**src/rtl/j_rdsyncr32_pkg.sv**
```systemverilog
// j_rdsyncr32_pkg
// Shared definitions for the Jerry 32-bit readback path: the snapshot state
// encoding, the half-select constants used with rd_hi, and a helper that
// picks one 16-bit half out of a 32-bit word.
//
// Word layout uses the codebase [0:n] ordering with index 0 as the LSB, so
// word[0:15] is the low half and word[16:31] is the high half.

package j_rdsyncr32_pkg;

  // Snapshot lifecycle: nothing held, held and untouched, one half handed out.
  typedef enum logic [1:0] {
    RS_EMPTY = 2'd0,
    RS_FULL  = 2'd1,
    RS_HALF  = 2'd2
  } rs_state_t;

  // Values of rd_hi selecting each half of the word.
  localparam logic HI = 1'b1;
  localparam logic LO = 1'b0;

  // Return the requested 16-bit half of a 32-bit [0:31] word.
  function automatic logic [0:15] half_of(input logic [0:31] word,
                                          input logic        hi);
    logic [0:15] half;
    if (hi == HI) begin
      half = word[16:31];
    end else begin
      half = word[0:15];
    end
    return half;
  endfunction

endpackage

```
**src/rtl/j_rdsync_tmo.sv**
```systemverilog
// j_rdsync_tmo
// Saturating idle counter shared by the Jerry readback blocks. A readback
// block clears it whenever the host touches a held value and enables it on
// every cycle the host leaves that value half-read. The expire flag fires on
// the enabled cycle whose increment brings the count to all-ones, i.e. after
// 2^TMO_W-1 consecutive idle cycles, so the owner can drop the value on that
// same edge. Once at all-ones the count stays there until cleared.
//
// Ports:
//   clk     functional clock, rising edge
//   rst_n   asynchronous active-low reset, count returns to zero
//   clr     synchronous clear, has priority over en
//   en      count this cycle (saturates at all-ones)
//   expire  combinational: this enabled cycle completes the timeout

module j_rdsync_tmo #(
  parameter int TMO_W = 8
) (
  input  logic clk,
  input  logic rst_n,
  input  logic clr,
  input  logic en,
  output logic expire
);

  localparam logic [TMO_W-1:0] CNT_MAX  = {TMO_W{1'b1}};
  localparam logic [TMO_W-1:0] CNT_LAST = CNT_MAX - 1'b1;

  logic [TMO_W-1:0] count;

  // Idle counter: clear wins over enable, and the count never wraps back to
  // zero on its own, so a long-idle owner cannot see a second expiry.
  always_ff @(posedge clk or negedge rst_n) begin
    if (!rst_n) begin
      count <= '0;
    end else if (clr) begin
      count <= '0;
    end else if (en && (count != CNT_MAX)) begin
      count <= count + 1'b1;
    end
  end

  // Flag the step onto all-ones so the owner reacts on exactly the
  // 2^TMO_W-1'th idle edge rather than one cycle later.
  assign expire = en && !clr && (count == CNT_LAST);

endmodule

```
**src/rtl/j_rdsyncr32.sv**
```systemverilog
// j_rdsyncr32
// Read-side synchronous register for Jerry. A 32-bit source value is frozen
// into a snapshot and handed to the 16-bit host bus as two word reads. The
// snapshot cannot change between the two halves, so the host always sees a
// coherent 32-bit value. A half-read snapshot is dropped after 2^TMO_W-1
// idle cycles when TMO_EN is set, which raises the sticky stale flag.
//
// Ports:
//   clk      functional clock, rising edge
//   rst_n    asynchronous active-low reset
//   src_d    source value [0:31], index 0 = LSB
//   src_vld  source offers src_d this cycle; must be held until src_ack
//   src_ack  one-cycle pulse, src_d was captured on this edge
//   rd_req   host read strobe, one read per high cycle
//   rd_hi    half select sampled with rd_req (1 = bits 16..31)
//   rd_ack   one-cycle pulse one clock after each rd_req cycle
//   dout     read data [0:15], valid with rd_ack and held until the next one
//   full     a snapshot is held
//   udr      sticky underrun: a read arrived with nothing held
//   stale    sticky: a half-read snapshot was discarded by timeout

module j_rdsyncr32 #(
  parameter int TMO_W  = 8,
  parameter bit TMO_EN = 1'b1
) (
  input  logic        clk,
  input  logic        rst_n,
  input  logic [0:31] src_d,
  input  logic        src_vld,
  output logic        src_ack,
  input  logic        rd_req,
  input  logic        rd_hi,
  output logic        rd_ack,
  output logic [0:15] dout,
  output logic        full,
  output logic        udr,
  output logic        stale
);

  import j_rdsyncr32_pkg::*;

  rs_state_t   state;
  logic [0:31] snap;
  logic        first_hi;

  logic rd_empty;
  logic rd_first;
  logic rd_repeat;
  logic rd_done;
  logic capture;
  logic tmo_clr;
  logic tmo_en;
  logic tmo_exp;
  logic timeout;

  // Classify this cycle's read against the current state. A completing read
  // frees the snapshot on the same edge, so a waiting source is captured
  // immediately instead of losing a cycle in EMPTY.
  always_comb begin
    rd_empty  = 1'b0;
    rd_first  = 1'b0;
    rd_repeat = 1'b0;
    rd_done   = 1'b0;
    if (rd_req) begin
      unique case (state)
        RS_EMPTY: rd_empty  = 1'b1;
        RS_FULL:  rd_first  = 1'b1;
        RS_HALF: begin
          if (rd_hi == first_hi) begin
            rd_repeat = 1'b1;
          end else begin
            rd_done = 1'b1;
          end
        end
        default: rd_empty = 1'b1;
      endcase
    end
    capture = src_vld && ((state == RS_EMPTY) || rd_done);
    tmo_clr = rd_first || rd_repeat;
    tmo_en  = (state == RS_HALF) && !rd_req;
  end

  j_rdsync_tmo #(
    .TMO_W (TMO_W)
  ) u_tmo (
    .clk    (clk),
    .rst_n  (rst_n),
    .clr    (tmo_clr),
    .en     (tmo_en),
    .expire (tmo_exp)
  );

  // Expiry only counts while idle in HALF, so a read landing on the expiry
  // cycle suppresses it and the read completes normally.
  assign timeout = TMO_EN && tmo_exp;

  // Snapshot register and every registered output live in one block so the
  // state, data and handshake pulses always move together on the same edge.
  // A read while EMPTY still returns the old snapshot half; that is only
  // flagged via udr, never blocked.
  always_ff @(posedge clk or negedge rst_n) begin
    if (!rst_n) begin
      state    <= RS_EMPTY;
      snap     <= '0;
      first_hi <= 1'b0;
      dout     <= '0;
      src_ack  <= 1'b0;
      rd_ack   <= 1'b0;
      udr      <= 1'b0;
      stale    <= 1'b0;
    end else begin
      src_ack <= capture;
      rd_ack  <= rd_req;

      if (rd_req) begin
        dout <= half_of(snap, rd_hi);
      end

      if (capture) begin
        snap <= src_d;
      end

      if (rd_first) begin
        first_hi <= rd_hi;
      end

      if (rd_empty) begin
        udr <= 1'b1;
      end else if (rd_first) begin
        udr <= 1'b0;
      end

      if (capture) begin
        stale <= 1'b0;
      end else if (timeout) begin
        stale <= 1'b1;
      end

      unique case (state)
        RS_EMPTY: begin
          if (capture) begin
            state <= RS_FULL;
          end
        end
        RS_FULL: begin
          if (rd_first) begin
            state <= RS_HALF;
          end
        end
        RS_HALF: begin
          if (capture) begin
            state <= RS_FULL;
          end else if (rd_done || timeout) begin
            state <= RS_EMPTY;
          end
        end
        default: state <= RS_EMPTY;
      endcase
    end
  end

  // Decoded straight from the state register so it switches with the edge.
  assign full = (state != RS_EMPTY);

endmodule

```
**config.mk**
```make
export PLATFORM = sky130hd
export DESIGN_NAME = j_rdsyncr32
export DESIGN_NICKNAME = d
export VERILOG_FILES = /design/src/rtl/j_rdsyncr32_pkg.sv /design/src/rtl/j_rdsync_tmo.sv /design/src/rtl/j_rdsyncr32.sv
export SDC_FILE = /design/constraint.sdc
export NUM_CORES = 1
export LEC_CHECK = 0
export CAP_MARGIN = 0
export CORE_MARGIN = 1
export CORE_UTILIZATION = 50
export DETAILED_ROUTE_END_ITERATION = 16
export PLACE_DENSITY = 0.8
export SLEW_MARGIN = 10
export SYNTH_ARGS = -nofsm -noshare
export SYNTH_HDL_FRONTEND = slang
export SYNTH_SLANG_ARGS = --single-unit
```
**constraint.sdc**
```tcl
create_clock -name clk -period 2.25 [get_ports clk]
set_clock_uncertainty 0.05 [all_clocks]
set_input_delay 0.45 -clock clk [delete_from_list [all_inputs] [get_ports clk]]
set_output_delay 0.45 -clock clk [all_outputs]
set_load 0.005 [all_outputs]
```
* Word-level counts from Yosys, hierarchy flattened
Cells that the tools add are included.
Word-level totals: register bits after elaboration 63, output and inout bits 21
Cells by class: $add $sub $neg 1, equality and inequality tests 8, mux-type cells 22, reduce and logical (&&, ||, !) cells 17
Operators by type and width (number):
- two-way mux 16 bit | 1
- two-way mux 8 bit | 2
- two-way mux 1 bit | 14
- adder 8 x 1 -> 8 bit (second input constant) | 1
- == test 8 bit (second input constant) | 1
- two-way mux 2 bit | 4
- inequality test 8 bit (second input constant) | 1
- nonzero test 2 bit | 4
- one-hot mux 2 bit (3 select lines) | 1
- logical AND 1 bit | 5
- inequality test 2 bit (second input constant) | 2
- logical OR 1 bit | 3
- inequality test 3 x 2 -> 1 bit (second input constant) | 1
- AND reduction 3 bit | 1
- == test 2 x 1 -> 1 bit (second input constant) | 1
- == test 2 bit (second input constant) | 1
- zero test 1 bit | 2
- zero test 2 bit | 1
- OR reduction 2 bit | 1
- == test 1 bit | 1

* Logic depth before layout (Yosys ltp)
word-level depth 12, depth in mapped cells 6, depth with buffers taken out 6

* Cells and area by module
From an unflattened synthesis, not the netlist that was laid out.
Unflattened totals: cells, all modules 227, area, all modules 2830.2 um^2
Modules (own cells, without submodules):
- j_rdsyncr32 | instances 1, cells each 174, area an instance 2339.7 um^2, seq. area each 1376.3 um^2
- j_rdsync_tmo | instances 1, cells each 53, area an instance 490.5 um^2, seq. area each 200.2 um^2

* Least setup slack after synthesis
OpenSTA, ideal clock, no wires.
kind in2reg, from input port rd_hi, to register snap[10] in the netlist's numbering, setup time 125 ps, arrival time 1678 ps, setup slack 397 ps, cell stages on the path 6, cell sequence buf_6 > xor2_2 > nand3_2 > a21boi_4 > buf_6 > mux2_2
Between the ends: cells in the longest elaborated chain, start to end 6
RTL lines:
- start, declared | RTL line j_rdsyncr32.sv:32 | input logic rd_hi,
- == test 1 bit | RTL line j_rdsyncr32.sv:69 | if (rd_hi == first_hi) begin
- two-way mux 1 bit | RTL line j_rdsyncr32.sv:69
- two-way mux 1 bit | RTL line j_rdsyncr32.sv:65 | unique case (state)
- two-way mux 1 bit | RTL line j_rdsyncr32.sv:64 | if (rd_req) begin
- logical OR 1 bit | RTL line j_rdsyncr32.sv:78 | capture = src_vld && ((state == RS_EMPTY) || rd_done);
- logical AND 1 bit | RTL line j_rdsyncr32.sv:78
- end signal, assigned | RTL line j_rdsyncr32.sv:120 | snap <= src_d;
- end, declared | RTL line j_rdsyncr32.sv:43 | logic [0:31] snap;
No other way between the ends. A chain may end at the register's enable or synchronous reset.

* Worst setup path after layout
from register state[1], to output port full
Between the ends: cells in the longest elaborated chain, start to end 1
RTL lines:
- start, declared | RTL line j_rdsyncr32.sv:42 | rs_state_t state;
- start signal, assigned | RTL line j_rdsyncr32.sv:103 | state <= RS_EMPTY;
- start signal, assigned | RTL line j_rdsyncr32.sv:142 | state <= RS_FULL;
- start signal, assigned | RTL line j_rdsyncr32.sv:147 | state <= RS_HALF;
- nonzero test 2 bit | RTL line j_rdsyncr32.sv:163 | assign full = (state != RS_EMPTY);
- end, declared | RTL line j_rdsyncr32.sv:35 | output logic full,
No other way between the ends.

==> summary.md <==
| Metric | Value |
|---|---|
| Placer Congestion | a little under 0.9 |
| Synth Instances | 217 |
| Filler Cells Inserted | 390 |
| Final hold slack | between 50 and 60 ps |
| Area Overhead vs Synth | 31.57% |
| Critical Path Source Type | flop |
| Outcome | complete, no violations |
| Slew Viols, Final | 0 |
| Largest net degree at the start of global routing | 27 |
| WL/cell | between 10 and 15 um |
| RSZ-0062 raised after global routing | no |
| Synth cell types | 32 |
| Inst Count DP | about 350 |
| Clk buf depth | 2 |
| Reg area | approximately 1600 sq um |
| Vias/cell | 5.287 |
| Clk slew on worst S/H paths | ~60 ps |
| Clk_lat worst skew | ~330 ps |
| Sequential fraction of the synthesis area | 0.5699 |
| Post-Layout Cell Count | between 300 and 400 |
| DRT iter0 DRCs | roughly 120 |
| Final setup viols | 0 |
| Worst R2R End | snap[1] |
| Hold Vio Cnt, Final | 0 |
| Critical path capture point type | output pin |
| H-tree depth | 3 |
| Antenna-violating nets left | 0 |
| 1st-pass router iterations | 4 |
| Root Buffer | clkbuf_8 |
| Post-layout minimum cycle time | roughly 2200 ps |
| Vias | 1,914 |
| Reg2reg start | state[0] |
| Max Fanout on Critical Path | 4 |
| # rows | 26 |
| Gr ovfl total | 0 |
| Static leakage | 1.587 nW |
| Initial Util | 0.5315 |
| Tcrit/Tclk final | 0.9739 |
| Fmax | approximately 0.46 GHz |
| Cell Pwr Density | 1144 nW/um^2 |
| Total wire length | between 5 and 6 mm |
| Setup Crit Path Kind | reg2out |
| Final core utilization | 0.6993 |
| Die area | just under 6000 sq um |
| Initial antenna violation count | 0 |
| Clk sinks | 63 |
| Hold Path Class | in2async |
| Post-synth design cell area | around 2800 sq um |
| Synth Warn # | 0 |
| DRC viols | 0 |
| Crit path required time | ~1800 ps |
| I/O Pins | between 50 and 60 |
| Vias in the first global route | between 1,500 and 2,000 |
| Die height | around 76 um |
| Synthesized area per cell | 12.75 sq um |
| Worst slew margin | 0.6232 |
| Slew of the pin with the lowest slew margin | about 570 ps |
| # nets final | around 330 |
| Cts hold-fix bufs | 0 |
| Core area | 5205 sq um |
| Register-to-Register Path Depth | 6 |
| Synth Register Bits | between 60 and 70 |
| Fraction of layout cells with a size suffix above 1 | 0.2089 |
| Area of the multi-input gates | roughly 1100 sq um |
| Worst reg-to-reg setup slack | 380 ps |
| First-pass GRT wire length | between 9 and 10 mm |
| TritonCTS clock tree | done |
| VDD IR-drop max | a little over 0.0008 V |
| Buffers on Ports | between 50 and 60 |
| Diodes inserted | 0 |
| CTS Buf Count | 9 |
| Max-cap violations | 0 |
| Arrival time at the worst endpoint | roughly 1700 ps |
| Total track usage | 0.2057 |
| Die width | roughly 76 um |
| Post-synth net total | approximately 260 |
| Detailed placement HPWL | 3.818 mm |
metal layers:
metal	global-route usage	share of wire
met1	0.2729	0.46
met2	0.3297	0.48
met3	0.03353	0.049
met4	0.1000	0.019
met5	0	0
placed cells by master (no fill, tap or decap), drive strengths merged:
master and n:
inv 6, nor2 22, nand3 6, clkinvlp 1
o31ai 2, clkdlybuf4s50 56, nand4 2, nand3b 1
nor4 1, o21ai 6, a21boi 1, buf 12
mux2 35, nor2b 1, mux2i 16, xnor2 3
a21oi 18, xor2 2, nand2 5, o21a 1
and3 2, dfrtp 63, a41o 1, and4b 1
clkinv 2, o211ai 2, or3 1, ha 7
o2bb2ai 1, a41oi 2, clkbuf 13
cell usage after synthesis, drive strengths merged:
cell | instances | area share
dfrtp | 63 | 0.57
mux2 | 35 | 0.14
nor2 | 22 | 0.030
a21oi | 18 | 0.033
mux2i | 16 | 0.058
ha | 7 | 0.032
buf | 6 | 0.019
inv | 6 | 0.0081
nand3 | 6 | 0.013
o21ai | 6 | 0.011
nand2 | 5 | 0.0068
clkbuf | 3 | 0.0041
xnor2 | 3 | 0.0095
a41oi | 2 | 0.0063
and3 | 2 | 0.0045
nand4 | 2 | 0.0045
o211ai | 2 | 0.0054
o31ai | 2 | 0.0054
xor2 | 2 | 0.0090
a21boi | 1 | 0.0068
a41o | 1 | 0.0036
and4b | 1 | 0.0036
nand3b | 1 | 0.0027
nor2b | 1 | 0.0023
nor4 | 1 | 0.0023
o21a | 1 | 0.0027
o2bb2ai | 1 | 0.0032
or3 | 1 | 0.0023
kinds of logic (layout without fill, tap and decap cells):
kind of cell | after synthesis | count (layout) | share of synthesized area
DFF | 63 | 63 | 0.5699
muxes | 51 | 51 | 0.2004
and+or+nand+nor | 42 | 42 | 0.07146
AOI/OAI and AO/OA | 34 | 34 | 0.07689
buffers and inverters | 15 | 90 | 0.03121
xor gates and xnor gates | 5 | 5 | 0.01855
adders and majority gates | 7 | 7 | 0.03166
what timing repair did:
action,CTS,global route
setup endpoints to repair,1,0
buffers inserted,1,0
gates resized for setup,1,0
sequential cells by signal, indices dropped and copies added (netlist names), 2 cells and up:
signal / flops
snap: 32
dout: 16
u_tmo.count: 8
state: 2
how the worst max path moves through the flow:
stage	start	end	slack [ps]	depth (start not counted)
final	state[1]	full	60	4
after global routing	state[1]	full	10	4
after CTS	state[1]	full	60	4
after detailed placement	rd_hi	snap[1]	-20	6
after global placement	rd_hi	snap[17]	50	6
after floorplan	rd_hi	snap[10]	400	6
report_power, final:
part,leakage (nW),internal (mW),switching [mW]
combinational,0.747,0.879,0.556
sequential,0.751,1.60,0.266
clock,0.0894,0.457,0.405
critical path, cell delays in order (launching register included):
cell and delay (ps):
dfrtp_1 400, inv_1 100, ha_1 220, inv_2 120
clkdlybuf4s50_1 520
cell type report:
class                           instances  area share
Clock buffer                           13     0.04366
Clock inverter                          3    0.004813
Tap cell                               70     0.02406
Timing Repair Buffer                   68      0.1849
Sequential cell                        63      0.4331
Inverter                                6    0.006188
Multi-Input combinational cell        139      0.3032
through the flow:
step | total power [mW] | worst slack (ps) | TNS (ps) | instance area [sq um]
after floorplan | 2.688 | 397.1 | 0 | 2766
after global placement | 3.225 | 48.14 | 0 | 3456
after detailed placement | 3.300 | -15.04 | -74.75 | 3456
after CTS | 4.198 | 64.45 | 0 | 3640
after global routing | 4.417 | 9.734 | 0 | 3640
final | 4.165 | 58.67 | 0 | 3640
(Power assumes the default switching activity.)
